**src/rtl/fir_pkg.sv**
```systemverilog
// Shared types, widths and default low-pass coefficients for the time-multiplexed FIR.
package fir_pkg;

  localparam int FIR_DATA_W = 16;
  localparam int FIR_COEF_W = 16;
  localparam int FIR_TAPS   = 32;

  typedef logic signed [FIR_COEF_W-1:0] coef_arr_t [FIR_TAPS];

  // Symmetric Q15 low-pass taps; DC gain is 17760/32768.
  localparam coef_arr_t LPF_COEF = '{
    -16'sd40,   -16'sd60,   -16'sd70,   -16'sd50,
     16'sd0,     16'sd90,    16'sd220,   16'sd380,
     16'sd560,   16'sd740,   16'sd910,   16'sd1060,
     16'sd1180,  16'sd1270,  16'sd1330,  16'sd1360,
     16'sd1360,  16'sd1330,  16'sd1270,  16'sd1180,
     16'sd1060,  16'sd910,   16'sd740,   16'sd560,
     16'sd380,   16'sd220,   16'sd90,    16'sd0,
    -16'sd50,   -16'sd70,   -16'sd60,   -16'sd40
  };

  typedef enum logic [1:0] {IDLE, MAC, OUT} fir_state_t;

  function automatic int acc_w(input int data_w, input int coef_w, input int taps);
    return data_w + coef_w + $clog2(taps);
  endfunction

endpackage

```
**src/rtl/fir_delay_line.sv**
```systemverilog
// Circular sample buffer: registered write at wp (wp wraps at TAPS-1), combinational read at rp.
module fir_delay_line
  import fir_pkg::*;
#(
  parameter int TAPS   = 32,
  parameter int DATA_W = 16,
  parameter int PTR_W  = 5
) (
  input  logic                     clk,
  input  logic                     rst,
  input  logic                     i_wr_en,
  input  logic signed [DATA_W-1:0] i_wr_data,
  input  logic        [PTR_W-1:0]  i_rd_addr,
  output logic signed [DATA_W-1:0] o_rd_data,
  output logic        [PTR_W-1:0]  o_wp
);

  logic signed [DATA_W-1:0] mem_q [TAPS];
  logic signed [DATA_W-1:0] mem_d [TAPS];
  logic        [PTR_W-1:0]  wp_q, wp_d;

  always_comb begin
    mem_d = mem_q;
    wp_d  = wp_q;
    if (i_wr_en) begin
      mem_d[wp_q] = i_wr_data;
      wp_d        = (wp_q == PTR_W'(TAPS-1)) ? '0 : wp_q + 1'b1;
    end
  end

  always_ff @(posedge clk or posedge rst) begin
    if (rst) begin
      for (int i = 0; i < TAPS; i++) mem_q[i] <= '0;
      wp_q <= '0;
    end else begin
      mem_q <= mem_d;
      wp_q  <= wp_d;
    end
  end

  assign o_rd_data = mem_q[i_rd_addr];
  assign o_wp      = wp_q;

endmodule

```
**src/rtl/fir_lowpass.sv**
```systemverilog
// Single-MAC FIR low-pass: one tap per clock, rounded/saturated Q15 result strobed for one cycle.
// Samples arriving mid-computation are dropped; FIR_DROP_CNT_EN adds a saturating drop counter.
module fir_lowpass
  import fir_pkg::*;
#(
  parameter int TAPS   = 32,
  parameter int DATA_W = FIR_DATA_W,
  parameter int COEF_W = FIR_COEF_W,
  parameter logic signed [COEF_W-1:0] P_COEF [TAPS] = LPF_COEF
) (
  input  logic                     clk,
  input  logic                     rst,
  input  logic signed [DATA_W-1:0] i_data,
  input  logic                     i_valid,
  output logic                     o_ready,
  output logic signed [DATA_W-1:0] o_data,
  output logic                     o_valid,
  output logic                     o_overrun
`ifdef FIR_DROP_CNT_EN
  ,
  output logic [15:0]              o_drop_cnt
`endif
);

  localparam int ACC_W  = acc_w(DATA_W, COEF_W, TAPS);
  localparam int PTR_W  = $clog2(TAPS);
  localparam int PROD_W = DATA_W + COEF_W;

  localparam logic signed [ACC_W-1:0] RND     = ACC_W'(1) << (COEF_W-2);
  localparam logic signed [ACC_W-1:0] SAT_MAX = ACC_W'({1'b0, {(DATA_W-1){1'b1}}});
  localparam logic signed [ACC_W-1:0] SAT_MIN = ~SAT_MAX;

  fir_state_t               state_q, state_d;
  logic signed [ACC_W-1:0]  acc_q, acc_d;
  logic        [PTR_W-1:0]  rp_q, rp_d;
  logic        [PTR_W-1:0]  k_q, k_d;
  logic signed [DATA_W-1:0] data_q, data_d;
  logic                     valid_q, valid_d;
  logic                     overrun_q, overrun_d;
  logic                     ready_q, ready_d;

  logic                     accept;
  logic        [PTR_W-1:0]  wp;
  logic signed [DATA_W-1:0] rd_data;
  logic signed [PROD_W-1:0] prod;
  logic signed [ACC_W-1:0]  mac_sum;
  logic signed [ACC_W-1:0]  rounded;

  assign accept = i_valid && (state_q != MAC);

  fir_delay_line #(
    .TAPS   (TAPS),
    .DATA_W (DATA_W),
    .PTR_W  (PTR_W)
  ) u_delay_line (
    .clk       (clk),
    .rst       (rst),
    .i_wr_en   (accept),
    .i_wr_data (i_data),
    .i_rd_addr (rp_q),
    .o_rd_data (rd_data),
    .o_wp      (wp)
  );

  // The final tap's product feeds the rounding directly so o_valid lands in the OUT cycle.
  always_comb begin
    prod    = rd_data * P_COEF[k_q];
    mac_sum = acc_q + {{(ACC_W-PROD_W){prod[PROD_W-1]}}, prod};
    rounded = (mac_sum + RND) >>> (COEF_W-1);
  end

`ifdef FIR_DROP_CNT_EN
  logic [15:0] drop_cnt_q, drop_cnt_d;
`endif

  always_comb begin
    state_d   = state_q;
    acc_d     = acc_q;
    rp_d      = rp_q;
    k_d       = k_q;
    data_d    = data_q;
    valid_d   = 1'b0;
    overrun_d = overrun_q;
`ifdef FIR_DROP_CNT_EN
    drop_cnt_d = drop_cnt_q;
`endif
    case (state_q)
      IDLE, OUT: begin
        if (i_valid) begin
          rp_d    = wp;
          k_d     = '0;
          acc_d   = '0;
          state_d = MAC;
        end else begin
          state_d = IDLE;
        end
      end
      MAC: begin
        acc_d = mac_sum;
        rp_d  = (rp_q == '0) ? PTR_W'(TAPS-1) : rp_q - 1'b1;
        k_d   = k_q + 1'b1;
        if (k_q == PTR_W'(TAPS-1)) begin
          state_d = OUT;
          valid_d = 1'b1;
          if (rounded > SAT_MAX)      data_d = SAT_MAX[DATA_W-1:0];
          else if (rounded < SAT_MIN) data_d = SAT_MIN[DATA_W-1:0];
          else                        data_d = rounded[DATA_W-1:0];
        end
        if (i_valid) begin
          overrun_d = 1'b1;
`ifdef FIR_DROP_CNT_EN
          if (drop_cnt_q != 16'hFFFF) drop_cnt_d = drop_cnt_q + 16'd1;
`endif
        end
      end
      default: state_d = IDLE;
    endcase
    ready_d = (state_d != MAC);
  end

  always_ff @(posedge clk or posedge rst) begin
    if (rst) begin
      state_q   <= IDLE;
      acc_q     <= '0;
      rp_q      <= '0;
      k_q       <= '0;
      data_q    <= '0;
      valid_q   <= 1'b0;
      overrun_q <= 1'b0;
      ready_q   <= 1'b1;
`ifdef FIR_DROP_CNT_EN
      drop_cnt_q <= '0;
`endif
    end else begin
      state_q   <= state_d;
      acc_q     <= acc_d;
      rp_q      <= rp_d;
      k_q       <= k_d;
      data_q    <= data_d;
      valid_q   <= valid_d;
      overrun_q <= overrun_d;
      ready_q   <= ready_d;
`ifdef FIR_DROP_CNT_EN
      drop_cnt_q <= drop_cnt_d;
`endif
    end
  end

  assign o_ready   = ready_q;
  assign o_data    = data_q;
  assign o_valid   = valid_q;
  assign o_overrun = overrun_q;
`ifdef FIR_DROP_CNT_EN
  assign o_drop_cnt = drop_cnt_q;
`endif

endmodule

```
**config.mk**
```make
export PLATFORM = sky130hd
export DESIGN_NAME = fir_lowpass
export DESIGN_NICKNAME = d
export VERILOG_FILES = /design/src/rtl/fir_pkg.sv /design/src/rtl/fir_delay_line.sv /design/src/rtl/fir_lowpass.sv
export SDC_FILE = /design/constraint.sdc
export NUM_CORES = 2
export LEC_CHECK = 0
export ABC_AREA = 1
export CAP_MARGIN = 20
export CORE_ASPECT_RATIO = 1.2
export CORE_MARGIN = 4
export CORE_UTILIZATION = 38
export DETAILED_ROUTE_END_ITERATION = 16
export DONT_BUFFER_PORTS = 1
export GPL_TIMING_DRIVEN = 0
export PLACE_DENSITY_LB_ADDON = 0.25
export SKIP_LAST_GASP = 1
export SYNTH_ARGS = -nofsm -noshare
export SYNTH_HDL_FRONTEND = slang
export SYNTH_HIERARCHICAL = 1
export SYNTH_SLANG_ARGS = --single-unit
```
**constraint.sdc**
```tcl
create_clock -name clk -period 39.4 [get_ports clk]
set_clock_uncertainty 0.05 [all_clocks]
set_input_delay 5.91 -clock clk [delete_from_list [all_inputs] [get_ports clk]]
set_output_delay 5.91 -clock clk [all_outputs]
set_load 0.01 [all_outputs]
```
Word level (Yosys, flattened, before mapping)
Memories as Yosys holds them, arrays and structs flattened. Cells that the tools add are included.

Add/sub/neg operators: 5. Eq/ne operators: 7. Order comparisons: 6. Multiply operators: 1. Mux-type cells: 23. Bitwise operators: 3. Reduce and logical (&&, ||, !) cells: 9.

Operator list (number): bitwise mux 512 bit (1); two-way mux 16 bit (7); binary-select mux 16 bit (select 5 bit) (1); demux 16 bit (select 5 bit) (1); case mux 37 bit (2 select lines) (1); adder 37 x 16 -> 37 bit (second input constant) (1); adder 37 bit (1); two-way mux 37 bit (1); multiplier 16 x 16 -> 32 bit (1); greater-than comparator 22 x 16 -> 1 bit (second input constant) (1); less-than comparator 22 x 16 -> 1 bit (second input constant) (1); two-way mux 5 bit (4); case mux 5 bit (2 select lines) (2); >= comparator 6 bit (second input constant) (3); NOT 5 -> 6 bit (3); adder 5 x 1 -> 5 bit (second input constant) (2); equality test 5 bit (second input constant) (2); less-than comparator 6 x 1 -> 1 bit (second input constant) (1); AND reduction 2 bit (3); logical NOT 5 bit (1); subtractor 5 x 1 -> 5 bit (second input constant) (1); inequality test 2 x 1 -> 1 bit (second input constant) (2); case mux 2 bit (2 select lines) (1); two-way mux 1 bit (3); other kinds (8) (9).

ROM bits: 512. Logic and storage cells: 96. Memories: 1. Register bits: 585.

Memories: (no name shown) (words 32, width 16, rd ports 1, clocked after Yosys merged registers in 0, wr ports 0, RTL line fir_lowpass.sv:67) `prod = rd_data * P_COEF[k_q];`.

Logic depth before layout (Yosys ltp)
Depth after elaboration: 10. Mapped depth: 65.

Modules after synthesis
The synthesis kept the hierarchy.

By module, submodules not included: fir_delay_line (cells each 2995, area an instance 23535.1 sq um, times used 1, sequential area each 12937.4 sq um); fir_lowpass (cells each 2206, area an instance 15511.1 sq um, times used 1, sequential area each 1677.9 sq um).

Worst setup path after synthesis
No wires, ideal clock.

Path kind: register to register. Start: reg k_q[0]. End: reg data_q[9] (netlist: o_data[9]). Buffers on the path: 2. Data arrival time: 8832 ps. Setup time: 66 ps. Clock period less this slack: 8947 ps. Setup slack: 30453 ps. Cell stages (with the launch flop): 54. Path through: dfrtp_1 inv_1 ha_1 inv_1 nand2_1 nand2_1 inv_1 o21ai_0 o211ai_1 nand2_1 nand2_1 inv_1 clkbuf_1 nand2_1 fa_1 fa_1 inv_1 fa_1 (+18 left out) inv_1 nor4_1 nand3_1 nand3_1 nand2_1 nand2_1 nand3_1 nor2_1 nand3_1 or2_1 nand2_2 inv_2 nand2_4 buf_8 nand2_1 nand2_1 nand2_1 nand2_1.

Word-level cells in the longest chain between the ends: 10.

Ends and longest elaborated chain: start: declaration (RTL line fir_lowpass.sv:36) `logic [PTR_W-1:0] k_q, k_d;`; start signal: assignment (RTL line fir_lowpass.sv:138) `k_q <= k_d;`; NOT 5 -> 6 bit (not written as such) (RTL line fir_lowpass.sv:67); memory read (32 x 16 bit); two-way mux 16 bit (not written as such) (2 in a row) (RTL line fir_lowpass.sv:67); multiplier 16 x 16 -> 32 bit (RTL line fir_lowpass.sv:67); adder 37 bit (RTL line fir_lowpass.sv:68) `mac_sum = acc_q + {{(ACC_W-PROD_W){prod[PROD_W-1]}}, prod};`; adder 37 x 16 -> 37 bit (RTL line fir_lowpass.sv:69) `rounded = (mac_sum + RND) >>> (COEF_W-1);`; less-than comparator 22 x 16 -> 1 bit (RTL line fir_lowpass.sv:106) `else if (rounded < SAT_MIN) data_d = SAT_MIN[DATA_W-1:0];`; two-way mux 16 bit (RTL line fir_lowpass.sv:106); two-way mux 16 bit (RTL line fir_lowpass.sv:105) `if (rounded > SAT_MAX) data_d = SAT_MAX[DATA_W-1:0];`; end signal: assignment (RTL line fir_lowpass.sv:139) `data_q <= data_d;`; end: declaration (RTL line fir_lowpass.sv:37) `logic signed [DATA_W-1:0] data_q, data_d;`.

Several ways; a longest one is shown, not always the timed one. The select of a mux whose other input is x is not followed. A chain may end at the register's enable or synchronous reset.

Worst setup path after layout
Start: reg rp_q[2]. End: reg data_q[7] (netlist: o_data[7]).

Word-level cells in the longest chain between the ends: 10.

Ends and longest elaborated chain: start: declaration (RTL line fir_lowpass.sv:35) `logic [PTR_W-1:0] rp_q, rp_d;`; start signal: assignment (RTL line fir_lowpass.sv:137) `rp_q <= rp_d;`; NOT 5 -> 6 bit (not written as such) * (RTL line fir_delay_line.sv:41) `assign o_rd_data = mem_q[i_rd_addr];`; binary-select mux 16 bit (select 5 bit) * (RTL line fir_delay_line.sv:41); two-way mux 16 bit (not written as such) * (2 in a row) (RTL line fir_delay_line.sv:41); net rd_data[4] (RTL line fir_lowpass.sv:44) `logic signed [DATA_W-1:0] rd_data;`; multiplier 16 x 16 -> 32 bit * (RTL line fir_lowpass.sv:67); adder 37 bit * (RTL line fir_lowpass.sv:68); adder 37 x 16 -> 37 bit * (RTL line fir_lowpass.sv:69); less-than comparator 22 x 16 -> 1 bit (RTL line fir_lowpass.sv:106); two-way mux 16 bit (RTL line fir_lowpass.sv:106); two-way mux 16 bit * (RTL line fir_lowpass.sv:105).

The timed path passes the listed nets; every way through them passes the cells marked *. The select of a mux whose other input is x is not followed.

==> results.sh <==
export IMPL_grt_pass1_wl_um=214000
export IMPL_synthesis_area_um2=39000
export IMPL_cts_sinks=584
export IMPL_io_pins=38
export IMPL_finalSetupViolations=0
export IMPL_drtAntennaViolNets=0
export IMPL_vias=35300
export IMPL_cpMaxStageDelayCell="clkbuf_1"
export IMPL_stdcell_count=6701
export IMPL_status="complete, no violations"
export IMPL_rows=128
export IMPL_cpLargestDelayFamily="simple AND/OR/NAND/NOR gates"
export IMPL_fillers=10600
export IMPL_synthArstFlopShare_pct=100
export IMPL_clock_latency_ns=0.65
export IMPL_slew_headroom_pct=15.0
export IMPL_drive_gt1_share_pct=4.67
export IMPL_synth_top_area_share_pct=37.4
export IMPL_crit_path_max_incr_delay_ns=0.63
export IMPL_grt_max_degree=129
export IMPL_slew_violations=0
export IMPL_gr_total_overflow=0
export IMPL_cp_end_kind="flip-flop"
export IMPL_cts_hold_buf=0
export IMPL_rsz0062_at_grt="no"
export IMPL_maxCapViolations=0
export IMPL_wl_per_cell_um=21.0
export IMPL_critPathLaunchType="flip-flop"
export IMPL_drt_total_wl_um=141000
export IMPL_grt_pass1_vias=34900
export IMPL_first_pass_iters=6
export IMPL_drt_iter0_markers=3522
export IMPL_synthCells=5201
export IMPL_grt_use_total_pct=26.0
export IMPL_worstPathArrival_ns=12.47
export IMPL_synth_most_common_cell="nand2_1"
export IMPL_hpwl_um=106000
export IMPL_cts_made_buffers=70
export IMPL_synth_common_cells="nand2_1 (1,702), dfrtp_1 (583), inv_1 (565)"
export IMPL_hold_viol=0
export IMPL_dp_slack_ns=27.59
export IMPL_fmax_mhz=83.3
export IMPL_vias_per_cell=5.26
export IMPL_cp_required_ns=39.87
export IMPL_ys_flop_type="dfrtp_1"
export IMPL_gp_congestion=1.01
export IMPL_drc=0
export IMPL_worst_slew_pin_slew_ns=1.27
export IMPL_seq_area_frac_synth_pct=37.4
export IMPL_worstSetupPathType="reg2reg"
export IMPL_synth_cell_types=48
export IMPL_yosys_area_top_type="dfrtp_1"
export IMPL_place_inst=6572
export IMPL_ctsResizeCount=0
export IMPL_antenna_found_initial=4
export IMPL_cts_buffer_depth=3
export IMPL_fin_crit_sh_pct=30.5
export IMPL_hold_slack_ns=0.434
export IMPL_syn_nets=5592
export IMPL_coreArea_um2=102000
export IMPL_post_cts_buffers=0
export IMPL_io_buffers=0
export IMPL_clock_tree_root_cell="clkbuf_16"
export IMPL_avgSynthCellArea_um2=7.51
export IMPL_nets=5671
export IMPL_ctsHtreeMaxLevel=3
export IMPL_cp_buffers_inverters=7
export IMPL_cpMostUsedCell="nand2_1"
export IMPL_area_growth_pct=11.0
export IMPL_synth_top_cells_by_area="dfrtp_1 (37%), nand2_1 (16%), fa_1 (12%)"
export IMPL_die_w_um=301
export IMPL_synth_seq_cells=584
export IMPL_clk_pin_slew_ns=0.06
export IMPL_finalSetupTns_ns=0
export IMPL_crit_fanout=10
export IMPL_synth_edf_count=0
export IMPL_start_util_pct=38.4
export IMPL_cts_tree="yes"
export IMPL_finalCriticalPeriod_ns=12.00
export IMPL_die_area_um2=108000
export IMPL_worst_slack_ns=27.40
export IMPL_die_y_um=359
export IMPL_hp_class="reg2reg"
export IMPL_yosysWarnings=6
-- kinds of logic after synthesis --
logic type      share of synthesized area (%)
xor+xnor                                 1.25
compound gates                           8.86
simple gates                             27.3
fa+ha+maj                                16.4
buf+inv                                  8.77
flops                                    37.4
-- stage by stage --
stage	instance area [µm²]	utilization, %
after floorplan	39000	-
after global placement	40800	40.1
after detailed placement	40900	40.2
after CTS	43300	42.6
after global routing	43300	42.6
final	43300	42.6
-- area by class of cell --
| type | instances | area, µm² | area share, % |
|---|---|---|---|
| sequential | 584 | 14600 | 33.7 |
| tap | 1365 | 1710 | 3.94 |
| clock inverter | 22 | 353 | 0.814 |
| clock buffer | 102 | 2050 | 4.74 |
| buffer | 294 | 1230 | 2.85 |
| timing repair buffer | 7 | 153 | 0.352 |
| inverter | 584 | 2200 | 5.08 |
| antenna | 4 | 10.0 | 0.0231 |
| multi-input combinational | 3739 | 21000 | 48.5 |
-- path summary, 6_finish.rpt --
| path | start | endpoint | slack (ns) | depth (start not counted) |
|---|---|---|---|---|
| max | rp_q[2] | o_data[7] | 27.40 | 48 |
| min | u_delay_line/mem_q[337] | u_delay_line/mem_q[337] | 0.43 | 2 |
| max reg2reg | rp_q[2] | o_data[7] | 27.40 | 48 |
| min reg2reg | u_delay_line/mem_q[337] | u_delay_line/mem_q[337] | 0.43 | 2 |
| max in group asynchronous | rst | u_delay_line/mem_q[247] | 32.23 | 4 |
| min in group asynchronous | rst | o_overrun | 4.96 | 1 |
-- worst register-to-register path, delay by kind of cell, from the launching register on --
| kind | cells | cell delay [ns] |
|---|---|---|
| AOI/OAI and AO/OA | 4 | 0.93 |
| xor gates and xnor gates | 1 | 0.11 |
| adders and majority gates | 8 | 3.86 |
| buffers and inverters | 7 | 2.27 |
| DFF | 1 | 0.54 |
| and+or+nand+nor | 28 | 4.17 |
-- layer usage --
metal / up-vias / wire length (µm) / GRT usage (%)
li1: 16400 / - / -
met1: 17100 / 56300 / 32.7
met2: 1340 / 65900 / 42.6
met3: 358 / 8880 / 3.61
met4: 0 / 9810 / 15.4
met5: - / 0 / 0
-- flip-flops by register name, summed over array words and instances (netlist names) --
name	count
u_delay_line/o_wp	5
k_q	5
rp_q	5
o_valid	1
state_q	2
o_ready	1
o_data	16
u_delay_line/mem_q	512
o_overrun	1
acc_q	36
-- placed cells by master, fill, tap and decap left out, types with 4 or more instances in the layout --
| cell type | count |
|---|---|
| a21oi_1 | 247 |
| a31oi_1 | 4 |
| buf_1 | 30 |
| buf_16 | 5 |
| buf_2 | 86 |
| buf_4 | 4 |
| bufinv_16 | 5 |
| clkbuf_1 | 188 |
| clkbuf_16 | 70 |
| clkbuf_8 | 18 |
| clkinv_1 | 10 |
| clkinv_2 | 9 |
| dfrtp_1 | 583 |
| diode_2 | 4 |
| fa_1 | 232 |
| ha_1 | 140 |
| inv_1 | 563 |
| inv_2 | 9 |
| nand2_1 | 1702 |
| nand2_2 | 11 |
| nand3_1 | 446 |
| nand3b_1 | 5 |
| nand4_1 | 23 |
| nor2_1 | 412 |
| nor2_2 | 13 |
| nor3_1 | 14 |
| nor4_1 | 5 |
| o211ai_1 | 5 |
| o21ai_0 | 392 |
| o21bai_1 | 4 |
| o221ai_1 | 5 |
| xnor2_1 | 23 |
| xor2_1 | 29 |
Power is left out: the tool's default activity adds up to more than one toggle a clock period on the data nets, which glitch-free logic cannot reach.
